===== config.mk =====
export PLATFORM = sky130hd
export DESIGN_NAME = mux_16x1_scanner
export DESIGN_NICKNAME = d
export VERILOG_FILES = /design/src/rtl/mux_16x1_scanner.sv
export SDC_FILE = /design/constraint.sdc
export NUM_CORES = 1
export LEC_CHECK = 0
export CAP_MARGIN = 0
export CORE_UTILIZATION = 30
export DETAILED_ROUTE_END_ITERATION = 10
export PLACE_DENSITY = 0.55
export SKIP_LAST_GASP = 1
export SLEW_MARGIN = 20
export SYNTH_ARGS = -nofsm -noshare
export SYNTH_HDL_FRONTEND = slang
export SYNTH_SLANG_ARGS = --single-unit

===== constraint.sdc =====
create_clock -name clk -period 4.7 [get_ports clk]
set_clock_uncertainty 0.15 [all_clocks]
set_input_delay 1.41 -clock clk [delete_from_list [all_inputs] [get_ports clk]]
set_output_delay 1.41 -clock clk [all_outputs]
set_load 0.05 [all_outputs]

===== src/rtl/mux_16x1_scanner.sv =====
// Sweeps the select of an upstream 16:1 registered mux through all channels,
// dwells LATENCY+1 cycles per channel, and assembles the samples into a word.
module mux_16x1_scanner #(
    parameter int LATENCY = 2
) (
    input  logic        clk,
    input  logic        reset,
    input  logic        start,
    input  logic        mux_q,
    output logic [3:0]  sel,
    output logic        busy,
    output logic        done,
    output logic [15:0] word
);

    typedef enum logic {
        IDLE = 1'b0,
        SCAN = 1'b1
    } state_t;

    // Last dwell count equals LATENCY because the counter starts at zero.
    localparam logic [2:0] DWELL_LAST = 3'(LATENCY);

    state_t      state_q, state_d;
    logic [3:0]  sel_q, sel_d;
    logic [2:0]  cnt_q, cnt_d;
    logic [15:0] cap_q, cap_d;
    logic [15:0] word_q, word_d;
    logic        done_q, done_d;
    logic        dwell_end;

    assign dwell_end = (cnt_q == DWELL_LAST);

    always_ff @(posedge clk) begin
        if (reset) begin
            state_q <= IDLE;
            sel_q   <= 4'd0;
            cnt_q   <= 3'd0;
            cap_q   <= 16'h0000;
            word_q  <= 16'h0000;
            done_q  <= 1'b0;
        end else begin
            state_q <= state_d;
            sel_q   <= sel_d;
            cnt_q   <= cnt_d;
            cap_q   <= cap_d;
            word_q  <= word_d;
            done_q  <= done_d;
        end
    end

    always_comb begin
        state_d = state_q;
        case (state_q)
            IDLE: if (start) state_d = SCAN;
            SCAN: if (dwell_end && (sel_q == 4'd15)) state_d = IDLE;
            default: state_d = IDLE;
        endcase
    end

    always_comb begin
        sel_d  = sel_q;
        cnt_d  = cnt_q;
        cap_d  = cap_q;
        word_d = word_q;
        done_d = 1'b0;
        case (state_q)
            IDLE: begin
                sel_d = 4'd0;
                if (start) begin
                    cnt_d = 3'd0;
                    cap_d = 16'h0000;
                end
            end
            SCAN: begin
                if (dwell_end) begin
                    cnt_d        = 3'd0;
                    cap_d[sel_q] = mux_q;
                    if (sel_q == 4'd15) begin
                        // Bit 15 comes straight from mux_q: the capture register is not yet updated.
                        word_d = {mux_q, cap_q[14:0]};
                        done_d = 1'b1;
                        sel_d  = 4'd0;
                    end else begin
                        sel_d = sel_q + 4'd1;
                    end
                end else begin
                    cnt_d = cnt_q + 3'd1;
                end
            end
            default: begin
                sel_d = 4'd0;
            end
        endcase
    end

    assign sel  = sel_q;
    assign busy = (state_q == SCAN);
    assign done = done_q;
    assign word = word_q;

endmodule


## After elaboration in Yosys (flattened, before gate mapping)

Cells that the tools add are included.

| cells by class | value |
|---|---|
| $add $sub $neg | 2 |
| multiply operators | 0 |
| div/mod/pow operators | 0 |
| $lt $le $gt $ge | 2 |
| eq/ne operators | 4 |
| shifts and indexed selects | 0 |
| mux-type cells | 16 |
| bitwise operators | 2 |
| reduce and logical (&&, ||, !) cells | 5 |

Operators with widths:

| kind | number |
|---|---|
| $mux W16 | 2 |
| $pmux W16 S2 | 1 |
| $bwmux W16 | 1 |
| $mux W4 | 2 |
| $pmux W4 S2 | 1 |
| $mux W3 | 2 |
| $pmux W3 S2 | 1 |
| $lt A4 B5 Y1 const B | 1 |
| $add A4 B1 Y4 const B | 1 |
| $demux W1 S4 | 1 |
| $eq A4 B4 Y1 const B | 1 |
| $ge A4 B1 Y1 const B | 1 |
| $mux W1 | 4 |
| $add A3 B1 Y3 const B | 1 |
| $eq A3 B2 Y1 const B | 1 |
| $reduce_and A3 Y1 | 1 |
| $reduce_or A3 Y1 | 1 |
| $logic_and A1 B1 Y1 | 2 |
| $ne A2 B1 Y1 const B | 1 |
| $ne A2 B2 Y1 const B | 1 |
| $not A1 Y1 | 2 |
| $pmux W1 S2 | 1 |
| $reduce_and A2 Y1 | 1 |

| word-level totals | value |
|---|---|
| bits in registers | 41 |
| bits in latches | 0 |
| bits in writable memories | 0 |
| bits in read-only memories | 0 |
| input bits | 4 |
| output and inout bits | 22 |
| memories | 0 |

## Depth between registers and ports, before layout

Gate-level depths: netlist (run 1).

| depth | value |
|---|---|
| depth after elaboration | 7 |
| depth in mapped cells | 5 |
| mapped depth without buffers | 5 |

## Worst setup path after synthesis (run 1)

Ideal clock, no wire load.

| path | value |
|---|---|
| path type | input to register |
| start point | input start |
| end point | register cnt_q[2] |
| setup time | 0.070 ns |
| data arrival time | 2.151 ns |
| setup slack | 2.329 ns |
| stages on the path | 5 |
| path buffers | 2 |
| cells stage by stage | nand2b_1 -> clkbuf_1 -> clkbuf_1 -> nand3_1 -> a21oi_1 |

| on the way | value |
|---|---|
| cells in the longest elaborated chain, start to end | 1 |

Ends and longest elaborated chain:

| item | line | source |
|---|---|---|
| from (decl) | 8 | `input logic start,` |
| $ne A2 B2 Y1 (no source line) | n/a |  |
| to (signal assigned) | 45 | `cnt_q <= cnt_d;` |
| to (decl) | 26 | `logic [2:0] cnt_q, cnt_d;` |

No other way between the ends.
A chain may end at the register's enable or synchronous reset.

## Worst setup path in the final report (run 1)

| path | value |
|---|---|
| start point | register state_q (netlist: busy) |
| end point | output busy |

RTL lines:

| item | line | source |
|---|---|---|
| from (decl) | 24 | `state_t state_q, state_d;` |
| from (signal assigned) | 43 | `state_q <= state_d;` |
| to (decl) | 11 | `output logic busy,` |

No word-level cell between the ends.

==> results of run 1 <==
layout by cell type (no fill, tap or decap), types with 2 or more instances in the layout:
cell and count:
mux2i_1 31, nand3b_1 15, nor3_1 9, nand2_1 10, clkbuf_8 6, nor2_1 2, clkdlybuf4s50_1 25, nand2b_1 35
clkinvlp_4 2, nand4_1 3, inv_1 5, a21oi_1 6, ha_1 4, nand3_1 3, dfxtp_1 40, nor4_1 5
o21ai_0 2
final timing paths:
path | start | end | slack [ns] | cells past startpoint
max | busy | busy | 1.29 | 1
min | word[2] | word[2] | 0.32 | 2
max reg2reg | busy | word[4] | 2.46 | 3
min reg2reg | word[2] | word[2] | 0.32 | 2
sequential cells by signal (all words and copies together), names as in the netlist:
signal / flops
cap_q: 15
word: 16
cnt_q: 3
done: 1
sel: 4
busy: 1
worst reg2reg max path: cells and delay by family, from the launching register on:
| family | cells | cell delay (ns) |
|---|---|---|
| flip-flops | 1 | 0.65 |
| multiplexers | 1 | 0.27 |
| AND/OR/NAND/NOR | 2 | 1.11 |
per-layer routing:
layer | vias up | wire length, um
met5 | - | 0
met4 | 0 | 72
met3 | 8 | 194
met2 | 29 | 1538
met1 | 624 | 1851
li1 | 713 | -
cell type report:
type	instances	area [sq um]
sequential	40	800.8
inverter	5	18.77
timing repair buffer	26	257.7
clock inverter	2	15.01
fill	608	3727
clock buffer	6	82.58
multi-input combinational	137	994.7
tap	75	93.84
cells by family after synthesis:
kind of cell               after synthesis
adders and majority gates                4
and+or+nand+nor                         89
buffers and inverters                   19
muxes                                   31
AOI/OAI and AO/OA                       13
DFF                                     40
synth_stat cells:
cell | number | area share (%)
a21o_1 | 1 | 0.40
a21oi_1 | 6 | 1.6
a311o_1 | 1 | 0.53
a31oi_1 | 1 | 0.33
buf_2 | 1 | 0.26
buf_6 | 1 | 0.60
buf_8 | 1 | 0.80
clkbuf_1 | 11 | 2.2
dfxtp_1 | 40 | 42
ha_1 | 4 | 2.7
inv_1 | 5 | 0.99
mux2i_1 | 31 | 16
nand2_1 | 10 | 2.0
nand2b_1 | 35 | 12
nand3_1 | 3 | 0.80
nand3b_1 | 15 | 6.0
nand4_1 | 3 | 0.99
nand4b_1 | 1 | 0.46
nor2_1 | 2 | 0.40
nor2b_1 | 1 | 0.33
nor3_1 | 9 | 2.4
nor3_4 | 1 | 0.86
nor3b_1 | 1 | 0.40
nor4_1 | 5 | 1.7
o211ai_1 | 1 | 0.40
o21ai_0 | 2 | 0.53
o41ai_1 | 1 | 0.46
or3_1 | 1 | 0.33
or3_4 | 1 | 0.60
or3b_4 | 1 | 0.60
where the power goes:
group          switching, mW  leakage [nW]  internal (mW)
sequential           0.00437         0.323          0.340
combinational         0.0192         0.345         0.0132
clock                  0.126        0.0434          0.119
total                  0.150         0.711          0.472
stage by stage:
stage	worst slack [ns]	util, %	instance area [sq um]	power, mW	instances
floorplan	2.329	-	1887	0.3764	196
global placement	1.481	36.15	2166	0.3850	283
detailed placement	1.432	36.15	2166	0.3852	283
CTS	1.292	37.78	2263	0.6338	291
global route	1.229	37.78	2263	0.6521	291
finish	1.292	37.78	2263	0.6220	291
==> metrics.md, run 1 <==
| Metric | Value |
|---|---|
| Nets | `approximately 220` |
| RePlAce Congestion | `0.7770` |
| Post-DP HPWL | `~2400 um` |
| Largest net degree at the start of global routing | `37` |
| Total clock sinks | `40` |
| Leak | `approximately 0.7 nW` |
| Core area | `about 0.006 sq mm` |
| Worst IR Drop VDD | `roughly 0.12 mV` |
| Synth Area in Simple Gates | `29.38%` |
| Final Critical Period | `between 3 and 4 ns` |
| Tcrit/Tclk final | `72.51%` |
| Worst EP arrival | `1.85 ns` |
| Layout cells sized above 1 | `between 5 and 6%` |
| Vias | `between 1000 and 1500` |
| CP Capture Type | `output port` |
| XOR/XNOR Fraction of Synth Area | `0%` |
| RSZ-0062 raised after global routing | `no` |
| Slew margin rel. | `between 30% and 40%` |
| Crit path buf inv count | `1` |
| Grt met1 use | `between 15 and 20%` |
| GRT Resource Usage Total | `approximately an eighth` |
| Mux share of post-synthesis cell area | `between 10% and 20%` |
| Die height | `81.31 um` |
| Routed Wire Length | `~3700 um` |
| Remaining DRCs | `0` |
| Met3 usage | `4.494%` |
| Compound-Gate Fraction of Synth Area | `roughly 4.2%` |
| Num rows | `28` |
| Worst slew pin tran | `about 0.94 ns` |
| Delay-heaviest family, CP | `buffers and inverters` |
| Ant diodes | `0` |
| Outcome | `finished, final reports clean` |
| Req. time, crit path | `about 3.1 ns` |
| Final hold slack | `0.3242 ns` |
| # IOs | `26` |
| Crit path kind | `reg -> out` |
| TNS Setup | `0 ns` |
| Max FO, Critical Path | `17` |
| Worst hold path class | `reg -> reg` |
| TritonCTS buffer count | `5` |
| CTS tree | `yes` |
| CP cell instances | `clkdlybuf4s50_1` |
| Initial core utilization | `31.50%` |
| Clock transition at the registers of the reported paths | `~0.080 ns` |
| DRT iter0 DRCs | `42` |
| Synthesized area | `0.001887 sq mm` |
| Mapped Cells | `just under 200` |
| Clock latency on the worst-skew pair | `0.30 ns` |
| Synth Area per Inst | `9.627 sq um` |
| Width of the chip | `a little over 80 um` |
| I/O Buffers | `25` |
| Die ar. | `around 0.0066 sq mm` |
| Setup violations, final | `0` |
| Max-slew violation count | `0` |
| Fmax | `between 0.2 and 0.3 GHz` |
| Vias in the first global route | `about 1200` |
| CP peak stage delay | `roughly 0.90 ns` |
| Register area share after synthesis | `42.44%` |
| H-tree Lvls | `2` |
| CP max stage cell | `clkdlybuf4s50_1` |
| Max Cap Viol | `0` |
| Total global routing overflow | `0` |
| Antenna violations before repair | `0` |
| Area Growth Syn to Fin | `19.96%` |
| Hold-fix buffers, CTS | `0` |
| Netlist cell types | `30` |
| Post-CTS Repair Setup Buffers | `0` |
| Root Driver | `clkbuf_8` |
| Clock Tree Buf Depth | `2` |
| Hold Fails Final Rpt | `0` |
| Cell area power density | `around 270 mW/mm^2` |
| Antenna Nets Post-Route | `0` |
| DR pass1 iterations | `4` |
| First-pass GRT wire length | `just under 6000 um` |
| Startpoint types | `flop` |
| Via density per instance | `about 4.7` |
| Gr busiest metal | `met2` |
| Post-Syn Nets | `between 200 and 250` |
| Post-CTS sizing | `0` |
| Met2 Usage GRT | `around 18%` |
| Main combinational cell family by area after synthesis | `simple AND/OR/NAND/NOR gates` |
| Yosys warns | `0` |
| Post-Synth Adder-Cell Area | `under 10%` |
| WL/cell | `~13 um` |
| Synthesized flop and latch total | `40` |
Note: power is estimated with default switching activity, not from simulation.
==> run 2: changes to the inputs <==
- PLACE_DENSITY: 0.55 -> 0.57
- clock period: 4.7 -> 3 ns (I/O delays scaled with it)
==> metrics.md, run 2 (synthesized netlist as in run 1, its figures left out) <==
| Metric | Value |
|---|---|
| Num rows | `28` |
| Final Critical Period | `2.767 ns` |
| Remaining DRCs | `0` |
| Worst slew pin tran | `approximately 0.66 ns` |
| Non-filler instance count after layout | `between 200 and 300` |
| Post-CTS Repair Setup Buffers | `0` |
| Setup violations, final | `0` |
| I/O Buffers | `25` |
| CTS tree | `yes` |
| Startpoint types | `flop` |
| Multi-input gate area | `994.7 sq um` |
| Clock Tree Buf Depth | `2` |
| Vias | `1398` |
| Hold-fix buffers, CTS | `0` |
| Commonest cells after routing, fill and taps aside | `dfxtp_1, nand2b_1, mux2i_1, clkdlybuf4s50_1, nand3b_1` |
| Crit path kind | `reg -> out` |
| Register Area | `around 800 sq um` |
| Antenna Nets Post-Route | `0` |
| Max Cap Viol | `0` |
| Initial core utilization | `approximately a third` |
| Core area | `0.005991 sq mm` |
| Max reg flops | `16` |
| Max FO, Critical Path | `12` |
| Total global routing overflow | `0` |
| Filler Cells Inserted | `603` |
| Slew margin rel. | `56.05%` |
| WL/cell | `12.66 um` |
| Commonest non-fill, non-tap cell in the layout | `dfxtp_1` |
| Delay-heaviest family, CP | `buffers and inverters` |
| Total clock sinks | `40` |
| H-tree Lvls | `2` |
| Area Growth Syn to Fin | `21.55%` |
| Nets | `227` |
| Die ar. | `0.006611 sq mm` |
| Crit path buf inv count | `1` |
| Clock transition at the registers of the reported paths | `approximately 0.090 ns` |
| Cell area power density | `~420 mW/mm^2` |
| GRT Resource Usage Total | `12.48%` |
| RePlAce Congestion | `roughly 0.8` |
| Worst EP arrival | `around 1.7 ns` |
| Post-DP HPWL | `approximately 2500 um` |
| First-pass GRT wire length | `approximately 6300 um` |
| DR pass1 iterations | `4` |
| Width of the chip | `approximately 81 um` |
| CP cell instances | `clkdlybuf4s50_1` |
| Vias in the first global route | `between 1000 and 1500` |
| Ant diodes | `0` |
| Leak | `around 0.73 nW` |
| Antenna violations before repair | `0` |
| RSZ-0062 raised after global routing | `no` |
| DRT iter0 DRCs | `58` |
| CP Capture Type | `output port` |
| Via density per instance | `between 4 and 5` |
| Routed Wire Length | `3736 um` |
| Root Driver | `clkbuf_8` |
| Worst hold path class | `reg -> reg` |
| Layout cells sized above 1 | `slightly above 7%` |
| CP peak stage delay | `~0.89 ns` |
| CP max stage cell | `clkdlybuf4s50_1` |
| Tcrit/Tclk final | `slightly above 90%` |
| Clock latency on the worst-skew pair | `~0.30 ns` |
| Max-slew violation count | `0` |
| Placed Cells | `287` |
| Hold Fails Final Rpt | `0` |
| Fmax | `roughly 0.36 GHz` |
| Largest net degree at the start of global routing | `39` |
| TritonCTS buffer count | `5` |
| Post-CTS sizing | `0` |
| Req. time, crit path | `around 2.0 ns` |
| TNS Setup | `0 ns` |
| Die height | `between 80 and 90 um` |
| Outcome | `finished, final reports clean` |
| Worst IR Drop VDD | `approximately 0.22 mV` |
| # IOs | `26` |
-- run 2: cell types whose count changed in the layout (fill, tap and decap cells not counted), sizes merged --
cell,before,now
buf,1,5
-- run 2: final timing paths --
check                 from       to  slack [ns]  depth (start not counted)
setup reg to reg  cnt_q[1]  word[6]        1.08                          4
hold reg to reg    word[9]  word[9]        0.32                          2
setup / recovery    sel[2]   sel[2]        0.23                          1
hold / removal     word[9]  word[9]        0.32                          2
-- run 2: final cells by class --
type	count	area share, %
clock inverters	2	0.6547
repair buffers	30	12.55
inverters	5	0.8183
clock buffers	6	3.601
multi-input cells	137	43.37
flip-flops and latches	40	34.92
well taps	75	4.092
-- run 2: where the power goes --
group / leakage (nW) / total [mW] / internal, mW / switching [mW]
Clock: 0.0434 / 0.381 / 0.186 / 0.194
Combinational: 0.365 / 0.0564 / 0.0227 / 0.0337
Sequential: 0.323 / 0.536 / 0.533 / 0.00327
Total: 0.731 / 0.973 / 0.742 / 0.231
-- run 2: metal layers --
metal  GRT usage, %  share of wire [%]  vias up
met5              0                  0        -
met4          3.214                1.1        0
met3          3.708                4.3        5
met2          19.50                 45       27
met1          16.60                 50      642
li1               -                  -      724
-- run 2: per-stage QoR --
step	setup WS [ns]	power [mW]	cell area [sq um]	util (%)	hold WS, ns
global route	0.1720	1.017	2293	38.28	0.3323
detailed placement	0.5474	0.6057	2196	36.65	0.3148
finish	0.2327	0.9734	2293	38.28	0.3231
CTS	0.2238	0.9894	2293	38.28	0.3281
global placement	0.5740	0.6055	2196	36.65	0.3108
floorplan	0.8619	0.5897	1887	-	0.3014
-- run 2: worst reg2reg max path: stages (launching register included) --
cell and delay, ns:
dfxtp_1 0.40, or3b_4 0.52, nor3_4 0.33, buf_4 0.25, mux2i_1 0.20
